===== config.mk =====
export PLATFORM = sky130hd
export DESIGN_NAME = viking_fb_writer_flat
export DESIGN_NICKNAME = d
export VERILOG_FILES = /design/src/rtl/viking_fb_writer_if.sv /design/src/rtl/viking_fb_writer.sv /design/src/flat_wrapper.sv
export SDC_FILE = /design/constraint.sdc
export NUM_CORES = 1
export LEC_CHECK = 0
export CAP_MARGIN = 20
export CELL_PAD_IN_SITES_DETAIL_PLACEMENT = 1
export CELL_PAD_IN_SITES_GLOBAL_PLACEMENT = 1
export CORE_UTILIZATION = 40
export CTS_CLUSTER_DIAMETER = 50
export CTS_CLUSTER_SIZE = 28
export DETAILED_ROUTE_END_ITERATION = 8
export PLACE_DENSITY_LB_ADDON = 0.12
export SLEW_MARGIN = 25
export SYNTH_ARGS = -nofsm -noshare
export SYNTH_HDL_FRONTEND = slang
export SYNTH_SLANG_ARGS = --single-unit

===== constraint.sdc =====
create_clock -name clk -period 3.5 [get_ports clk]
set_input_delay 0.875 -clock clk [delete_from_list [all_inputs] [get_ports clk]]
set_output_delay 0.875 -clock clk [all_outputs]
set_load 0.005 [all_outputs]

===== src/rtl/viking_fb_writer_if.sv =====
// Host-side word write port of the Viking framebuffer writer.
// The host (master) offers words; the writer (slave) accepts them when wr_ready is high.
interface viking_fb_writer_if;
  logic        wr_valid;
  logic        wr_ready;
  logic [16:0] wr_offset;
  logic [15:0] wr_data;
  logic [1:0]  wr_be;

  modport master (
    output wr_valid,
    output wr_offset,
    output wr_data,
    output wr_be,
    input  wr_ready
  );

  modport slave (
    input  wr_valid,
    input  wr_offset,
    input  wr_data,
    input  wr_be,
    output wr_ready
  );
endinterface


===== src/rtl/viking_fb_writer.sv =====
// Viking 1280x1024 mono framebuffer write engine: queued host words and a full clear,
// written to ST RAM only in bus slot WR_SLOT. Optional offset check: VIKING_FB_BOUNDS_EN.
module viking_fb_writer #(
  parameter int unsigned FIFO_DEPTH = 4,
  parameter logic [1:0]  WR_SLOT    = 2'd1,
  parameter int unsigned FB_WORDS   = 81920
) (
  input  logic                 clk,
  input  logic                 reset_n,
  input  logic                 himem,
  input  logic [1:0]           bus_cycle,
  viking_fb_writer_if.slave    wr,
  input  logic                 clr_start,
  input  logic [15:0]          clr_value,
  output logic                 busy,
  output logic [22:0]          ram_addr,
  output logic [15:0]          ram_data,
  output logic                 ram_we,
  output logic [1:0]           ram_be,
  output logic                 err
);

  typedef enum logic [1:0] {
    ST_IDLE  = 2'd0,
    ST_DRAIN = 2'd1,
    ST_CLEAR = 2'd2
  } state_t;

  localparam int unsigned AW         = $clog2(FIFO_DEPTH);
  localparam logic [1:0]  ISSUE_SLOT = WR_SLOT - 2'd1;

  state_t        state_r;
  state_t        state_s;
  logic [AW:0]   wr_ptr_r;
  logic [AW:0]   rd_ptr_r;
  logic [34:0]   fifo_mem_r [FIFO_DEPTH];
  logic [34:0]   fifo_rd_s;
  logic          empty_s;
  logic          full_s;
  logic          ready_s;
  logic          xfer_s;
  logic          oob_s;
  logic          push_s;
  logic          slot_s;
  logic          drain_issue_s;
  logic          clr_issue_s;
  logic          clr_done_s;
  logic          clr_accept_s;
  logic          clr_defer_s;
  logic          clr_pend_r;
  logic [15:0]   clr_val_r;
  logic [17:0]   clr_off_r;
  logic [22:0]   base_s;
  logic          ram_we_r;
  logic [22:0]   ram_addr_r;
  logic [15:0]   ram_data_r;
  logic [1:0]    ram_be_r;

  // Extra pointer MSB distinguishes full from empty when the index bits match.
  assign empty_s   = (wr_ptr_r == rd_ptr_r);
  assign full_s    = (wr_ptr_r[AW] != rd_ptr_r[AW]) && (wr_ptr_r[AW-1:0] == rd_ptr_r[AW-1:0]);
  assign fifo_rd_s = fifo_mem_r[rd_ptr_r[AW-1:0]];

  assign ready_s = !full_s && !clr_pend_r && (state_r != ST_CLEAR);
  assign xfer_s  = wr.wr_valid && ready_s;

`ifdef VIKING_FB_BOUNDS_EN
  assign oob_s = ({1'b0, wr.wr_offset} >= 18'(FB_WORDS));
`else
  assign oob_s = 1'b0;
`endif

  // Words with no byte lanes (or out of range) are accepted but never queued.
  assign push_s = xfer_s && (wr.wr_be != 2'b00) && !oob_s;

  assign slot_s        = (bus_cycle == ISSUE_SLOT);
  assign drain_issue_s = (state_r == ST_DRAIN) && slot_s && !empty_s;
  assign clr_done_s    = (clr_off_r == 18'(FB_WORDS));
  assign clr_issue_s   = (state_r == ST_CLEAR) && slot_s && !clr_done_s;
  assign clr_accept_s  = clr_start && !clr_pend_r && (state_r != ST_CLEAR);
  assign clr_defer_s   = clr_accept_s && (!empty_s || push_s);
  assign base_s        = himem ? 23'h740000 : 23'h600000;

  // Next-state decode.
  always_comb begin
    state_s = state_r;
    case (state_r)
      ST_IDLE: begin
        if (clr_accept_s && !clr_defer_s) begin
          state_s = ST_CLEAR;
        end else if (clr_pend_r && empty_s) begin
          state_s = ST_CLEAR;
        end else if (!empty_s) begin
          state_s = ST_DRAIN;
        end else begin
          state_s = ST_IDLE;
        end
      end
      ST_DRAIN: begin
        if (empty_s) begin
          if (clr_pend_r || (clr_accept_s && !clr_defer_s)) begin
            state_s = ST_CLEAR;
          end else begin
            state_s = ST_IDLE;
          end
        end else begin
          state_s = ST_DRAIN;
        end
      end
      ST_CLEAR: begin
        // Leave one slot after the final word so busy spans the whole last write.
        if (slot_s && clr_done_s) begin
          state_s = ST_IDLE;
        end else begin
          state_s = ST_CLEAR;
        end
      end
      default: state_s = ST_IDLE;
    endcase
  end

  // State, FIFO pointers and clear bookkeeping.
  always_ff @(posedge clk or negedge reset_n) begin
    if (!reset_n) begin
      state_r    <= ST_IDLE;
      wr_ptr_r   <= '0;
      rd_ptr_r   <= '0;
      clr_pend_r <= 1'b0;
      clr_val_r  <= 16'h0000;
      clr_off_r  <= 18'd0;
    end else begin
      state_r <= state_s;
      if (push_s) begin
        wr_ptr_r <= wr_ptr_r + 1'b1;
      end
      if (drain_issue_s) begin
        rd_ptr_r <= rd_ptr_r + 1'b1;
      end
      if (state_s == ST_CLEAR) begin
        clr_pend_r <= 1'b0;
      end else if (clr_defer_s) begin
        clr_pend_r <= 1'b1;
      end
      if (clr_accept_s) begin
        clr_val_r <= clr_value;
      end
      if (state_r != ST_CLEAR) begin
        clr_off_r <= 18'd0;
      end else if (clr_issue_s) begin
        clr_off_r <= clr_off_r + 18'd1;
      end
    end
  end

  // FIFO storage: {be, data, offset}.
  always_ff @(posedge clk) begin
    if (push_s) begin
      fifo_mem_r[wr_ptr_r[AW-1:0]] <= {wr.wr_be, wr.wr_data, wr.wr_offset};
    end
  end

  // RAM port: loaded one edge before WR_SLOT, so the strobe covers exactly that slot.
  always_ff @(posedge clk or negedge reset_n) begin
    if (!reset_n) begin
      ram_we_r   <= 1'b0;
      ram_addr_r <= 23'h000000;
      ram_data_r <= 16'h0000;
      ram_be_r   <= 2'b00;
    end else begin
      ram_we_r <= drain_issue_s || clr_issue_s;
      if (drain_issue_s) begin
        ram_addr_r <= base_s + {6'd0, fifo_rd_s[16:0]};
        ram_data_r <= fifo_rd_s[32:17];
        ram_be_r   <= fifo_rd_s[34:33];
      end else if (clr_issue_s) begin
        ram_addr_r <= base_s + {5'd0, clr_off_r};
        ram_data_r <= clr_val_r;
        ram_be_r   <= 2'b11;
      end
    end
  end

`ifdef VIKING_FB_BOUNDS_EN
  logic err_r;

  // Sticky out-of-range flag, cleared only by reset.
  always_ff @(posedge clk or negedge reset_n) begin
    if (!reset_n) begin
      err_r <= 1'b0;
    end else if (xfer_s && oob_s) begin
      err_r <= 1'b1;
    end
  end

  assign err = err_r;
`else
  assign err = 1'b0;
`endif

  assign wr.wr_ready = ready_s;
  assign busy        = (state_r != ST_IDLE) || !empty_s || clr_pend_r;
  assign ram_we      = ram_we_r;
  assign ram_addr    = ram_addr_r;
  assign ram_data    = ram_data_r;
  assign ram_be      = ram_be_r;

endmodule

===== src/flat_wrapper.sv =====
// flat-port wrapper written by rule: the top's interface ports become plain ports
module viking_fb_writer_flat 
#(
  parameter int unsigned FIFO_DEPTH = 4,
  parameter logic [1:0]  WR_SLOT    = 2'd1,
  parameter int unsigned FB_WORDS   = 81920
)
  (clk, reset_n, himem, bus_cycle, clr_start, clr_value, busy, ram_addr, ram_data, ram_we, ram_be, err, wr_wr_valid, wr_wr_offset, wr_wr_data, wr_wr_be, wr_wr_ready);
  viking_fb_writer_if wr_i ();
  input  logic clk;
  input  logic reset_n;
  input  logic himem;
  input  logic [1:0] bus_cycle;
  input  logic clr_start;
  input  logic [15:0] clr_value;
  output logic busy;
  output logic [22:0] ram_addr;
  output logic [15:0] ram_data;
  output logic ram_we;
  output logic [1:0] ram_be;
  output logic err;
  input wire logic [$bits(wr_i.wr_valid)-1:0] wr_wr_valid;
  input wire logic [$bits(wr_i.wr_offset)-1:0] wr_wr_offset;
  input wire logic [$bits(wr_i.wr_data)-1:0] wr_wr_data;
  input wire logic [$bits(wr_i.wr_be)-1:0] wr_wr_be;
  output wire logic [$bits(wr_i.wr_ready)-1:0] wr_wr_ready;
  assign wr_i.wr_valid = wr_wr_valid;
  assign wr_i.wr_offset = wr_wr_offset;
  assign wr_i.wr_data = wr_wr_data;
  assign wr_i.wr_be = wr_wr_be;
  assign wr_wr_ready = wr_i.wr_ready;
  viking_fb_writer #(.FIFO_DEPTH(FIFO_DEPTH), .WR_SLOT(WR_SLOT), .FB_WORDS(FB_WORDS)) u_core (.clk(clk), .reset_n(reset_n), .himem(himem), .bus_cycle(bus_cycle), .wr(wr_i), .clr_start(clr_start), .clr_value(clr_value), .busy(busy), .ram_addr(ram_addr), .ram_data(ram_data), .ram_we(ram_we), .ram_be(ram_be), .err(err));
endmodule

-- After elaboration in Yosys (flattened, before gate mapping)
Memories as Yosys holds them, arrays and structs flattened.
Cells that the tools add are included.
- word-level logic and storage cells: 76
- memory bits (read-only): 0
- bits of input ports: 58
- memories kept: 1
- latch bits: 0
- output and inout bits: 45
- flip-flop bits (word level): 85
- memory bits (writable): 140
- div/mod/pow operators: 0
- $mul: 0
- shift-type cells: 0
- equality and inequality tests: 8
- order comparisons: 0
- bitwise gates (word level): 0
- reductions and logical operators: 32
- add/sub/neg operators: 5
- multiplexer cells: 20
- memories (memory ; words ; width ; rd ports ; clocked after memory_dff ; write ports ; line ; source):
    u_core.fifo_mem_r ; 4 ; 35 ; 1 ; 0 ; 1 ; viking_fb_writer.sv:36 ; logic [34:0] fifo_mem_r [FIFO_DEPTH];
- operator list (cell ; count):
    23-bit 2-to-1 mux ; 2
    18-bit 2-to-1 mux ; 2
    16-bit 2-to-1 mux ; 2
    23-bit by 17-bit adder with 23-bit output ; 1
    23-bit by 18-bit adder with 23-bit output ; 1
    21-bit 2-to-1 mux ; 1
    18-bit by 1-bit adder with 18-bit output (second input constant) ; 1
    18-bit by 17-bit == test with 1-bit output (second input constant) ; 1
    1-bit logical AND ; 15
    2-bit 2-to-1 mux ; 7
    2-bit nonzero test ; 5
    3-bit by 1-bit adder with 3-bit output (second input constant) ; 2
    2-bit case mux with 3 select lines ; 1
    1-bit zero test ; 5
    1-bit logical OR ; 5
    1-bit 2-to-1 mux ; 5
    2-bit == test (second input constant) ; 2
    2-bit zero test ; 2
    3-bit == test ; 1
    2-bit by 1-bit == test with 1-bit output (second input constant) ; 1
    2-bit == test ; 1
    2-bit != test (second input constant) ; 1
    1-bit != test ; 1

-- Logic depth before layout (Yosys ltp)
- word-level depth: 17
- depth in mapped cells: 8
- mapped depth without buffers: 7

-- Worst setup path after synthesis
No wires, ideal clock.
- path kind: input -> register
- from: in wr_wr_be[1]
- to: mem u_core.fifo_mem_r[3][0] (enable)
- arrival time: 2.383 ns
- cell stages on the path: 3
- library setup time: 0.397 ns
- buffers on the path: 0
- setup slack: 0.720 ns
- data required time: 3.103 ns
- cells stage by stage: o21ai_0 nor4_4 and2_1
- cells in the longest elaborated chain, start to end: 4
- RTL lines (element ; line ; source):
    start: declaration ; flat_wrapper.sv:25 ; input wire logic [$bits(wr_i.wr_be)-1:0] wr_wr_be;
    2-bit nonzero test ; viking_fb_writer.sv:74 ; assign push_s = xfer_s && (wr.wr_be != 2'b00) && !oob_s;
    1-bit logical AND ; viking_fb_writer.sv:74 ;
    1-bit 2-to-1 mux ; viking_fb_writer.sv:157 ; if (push_s) begin
    1-bit 2-to-1 mux (implied by the code) ; viking_fb_writer.sv:158 ; fifo_mem_r[wr_ptr_r[AW-1:0]] <= {wr.wr_be, wr.wr_data, wr.wr_offset};
    end: declaration ; viking_fb_writer.sv:36 ;
No other way between the ends.

-- Worst setup path in the final report
- from: reg u_core.wr_ptr_r[1]
- to: out wr_wr_ready
- cells in the longest elaborated chain, start to end: 5
- RTL lines (element ; line ; source):
    start: declaration ; viking_fb_writer.sv:34 ; logic [AW:0] wr_ptr_r;
    start signal: assignment ; viking_fb_writer.sv:134 ; wr_ptr_r <= wr_ptr_r + 1'b1;
    2-bit == test ; viking_fb_writer.sv:61 ; assign full_s = (wr_ptr_r[AW] != rd_ptr_r[AW]) && (wr_ptr_r[AW-1:0] == rd_ptr_r[AW-1:0]);
    1-bit logical AND ; viking_fb_writer.sv:61 ;
    1-bit zero test ; viking_fb_writer.sv:64 ; assign ready_s = !full_s && !clr_pend_r && (state_r != ST_CLEAR);
    1-bit logical AND (2 in a row) ; viking_fb_writer.sv:64 ;
    end: declaration ; flat_wrapper.sv:26 ; output wire logic [$bits(wr_i.wr_ready)-1:0] wr_wr_ready;
No other way between the ends.

==> out/results.ini <==
[synth]
seq_area_frac_synth_pct = 67.0
netlist_instances = 619
synth_area_sq_um = 9340
synth_cell_types = 53
yosysTopAreaCell = edfxtp_1
ys_async_sr_fraction_pct = 36.9
synthTopCellsByArea = edfxtp_1 45%, dfrtp_1 22%, mux4_2 8.4%
ys_ff_latch = 222
synth_top_area_share_pct = 45.0
synth_edf_count = 140
postSynthAreaPerCell_sq_um = 15.1
synth_ff_type = edfxtp_1
ys_warn_count = 0

[pwr]
peakVddDrop_mv = 0.455
power_frac_clock_pct = 32.2
p_comb_share_pct = 26.9
switching_power_w = 0.00274
p_int_w = 0.00627
sw_frac_of_total_pct = 30.4
pwr-share-seq_pct = 41.0
leakage_nw = 4.11
p_total_w = 0.00901
powerDensity_nw_per_um2 = 773

[placement]
finalWeightedCongestion = 0.798
dp_hpwl_um = 14900
io_buffers = 100
dp.cells = 1015

[drt]
drt_first_pass_iters = 5
ant_nets = 0
vias = 5731
wl_um = 22700
wl_per_cell_um = 21.3
drt-vias-per-instance = 5.37
drtIter0Drc = 384
drcViolationCount = 0

[timing]
worstMarginPinSlew_ns = 0.832
tns_ns = 0
rsz0062_at_grt = no
finalHoldViolCount = 0
post-route-period-util_pct = 91.6
min_period_ns = 3.21
setup_violations = 0
slew_headroom_pct = 44.1
clock_skew_ns = 0.0166
slew_viol_final = 0
max_freq_mhz = 312

[floorplan]
die_area_sq_um = 24000
start_util_pct = 41.0
num_io_pins = 103
core_sq_um = 22800
die_width_um = 155
fp.dieH_um = 155
row_count = 55

[finish]
seq_area_sq_um = 6260
stdcell_count = 1067
area_growth_pct = 24.9
layout-drive-gt1-share_pct = 19.1
nets = 797
utilization_pct = 51.2
n_fill_cell = 2214
multiInputGateArea_sq_um = 2820
diodes = 0

[min_path]
hold_class = in -> async

[clock_tree]
cts_made_buffers = 28
clk_latency_ns = 0.54
cts.clk_slew.worst_paths_ns = 0.07
postCtsSetupBuffers = 0
clock_path_buffers = 3
hold_buffers = 0
cts-root-buf = clkbuf_16
cts_tree = built
cts_num_sinks = 222
cts_resized = 0
htreeDepth = 1

[worst_setup_path]
crit_required_ns = 2.62
r2r_end = u_core.clr_off_r[9]
crit_arrival_ns = 2.33
critPathLaunchType = register
crit_fanout = 4
endpoint_kind = primary output
r2r_cells = 7
r2r_start = u_core.clr_off_r[0]
rrSetupSlack_ns = 0.67
crit_type = reg -> out
critPathLaunch = u_core.wr_ptr_r[1]
cp-endpoint = wr_wr_ready

[grt]
globalRouteTotalUtil_pct = 19.5
grt_pass1_vias = 6176
grt_overflow_total = 0
antenna_found_initial = 0
grt_pass1_wl_um = 35500
grt_max_degree = 49

[run_status]
status = finished, final reports clean

[job]
max-cap-violations = 0

-- layout make-up --
| class | instances | area share [%] |
|---|---|---|
| clock inverters | 23 | 1.95 |
| inverters | 7 | 0.225 |
| multi-input cells | 351 | 24.2 |
| flip-flops and latches | 222 | 53.6 |
| clock buffers | 29 | 6.22 |
| well taps | 313 | 3.36 |
| repair buffers | 122 | 10.4 |
-- logic make-up after synthesis --
family	Yosys count	share of synthesized area, %
compound gates	74	5.92
xor+xnor	18	1.97
fa+ha+maj	7	0.938
buf+inv	47	2.88
flops	222	67.0
mux	52	10.5
other cells	1	0.0401
simple gates	198	10.7
-- worst max-delay path, cell delays in order (launching register included) --
cell             delay (ns)
dfrtp_1                0.45
xor2_2                 0.25
nor3_1                 0.13
nor3_1                 0.36
clkdlybuf4s50_1        0.59
-- power groups by stage --
stage | Clock [W] | Sequential, W | Combinational (W)
after floorplan | 0 | 0.00365 | 0.00146
after global placement | 0 | 0.00372 | 0.00240
after detailed placement | 0 | 0.00375 | 0.00246
after CTS | 0.00297 | 0.00370 | 0.00248
after global routing | 0.00304 | 0.00375 | 0.00265
final | 0.00290 | 0.00369 | 0.00242
-- sequential cells by signal, indices dropped and copies added (netlist names) --
| register | flops |
|---|---|
| u_core.state_r | 2 |
| u_core.clr_val_r | 16 |
| u_core.ram_data | 16 |
| u_core.ram_we | 1 |
| u_core.clr_pend_r | 1 |
| u_core.rd_ptr_r | 3 |
| u_core.fifo_mem_r | 140 |
| u_core.ram_be | 2 |
| u_core.wr_ptr_r | 3 |
| u_core.clr_off_r | 18 |
| u_core.ram_addr | 20 |
-- cells in the final DEF, fill, tap and decap left out, types with 12 or more instances in the layout --
master           instances
a21oi_1                 21
buf_4                   19
nand2_1                 22
edfxtp_1               140
nand3_1                 45
clkbuf_16               29
dfrtp_1                 81
and3_1                  19
mux4_2                  35
clkdlybuf4s50_1         99
nor2_1                  67
a41oi_1                 12
mux2_2                  16
-- metrics by stage --
step                      cell area (sq um)  setup WS, ns  hold slack (ns)
after floorplan                        9340         0.720            0.462
after global placement                10700         0.505            0.480
after detailed placement              10700         0.389            0.494
after CTS                             11700         0.283            0.357
after global routing                  11700         0.225            0.385
final                                 11700         0.294            0.338
-- how the worst min path moves through the flow --
stage | to | cells after the start
floorplan | u_core.wr_ptr_r[2] | 1
global placement | u_core.ram_addr[21] | 1
detailed placement | u_core.wr_ptr_r[2] | 1
CTS | u_core.clr_off_r[17] | 1
global route | u_core.clr_off_r[10] | 1
finish | u_core.clr_off_r[12] | 1
-- synth_stat cells, drive strengths merged (10+ instances only) --
cell,n
a21oi,21
clkbuf,15
a221oi,11
edfxtp,140
nand2,23
and3,19
xor2,10
nor2,68
buf,25
dfrtp,82
a41oi,17
mux4,35
nand3,45
nor3,12
mux2,17
-- routing by layer --
layer,part of all wire [%],routed length [um],track usage (%),vias to the layer above
met5,0,0,0,-
met4,2.3,532,5.09,0
met3,5.4,1210,3.59,41
met2,46,10500,31.4,150
met1,46,10400,27.3,2931
li1,-,-,-,2609
(Power assumes the default switching activity.)
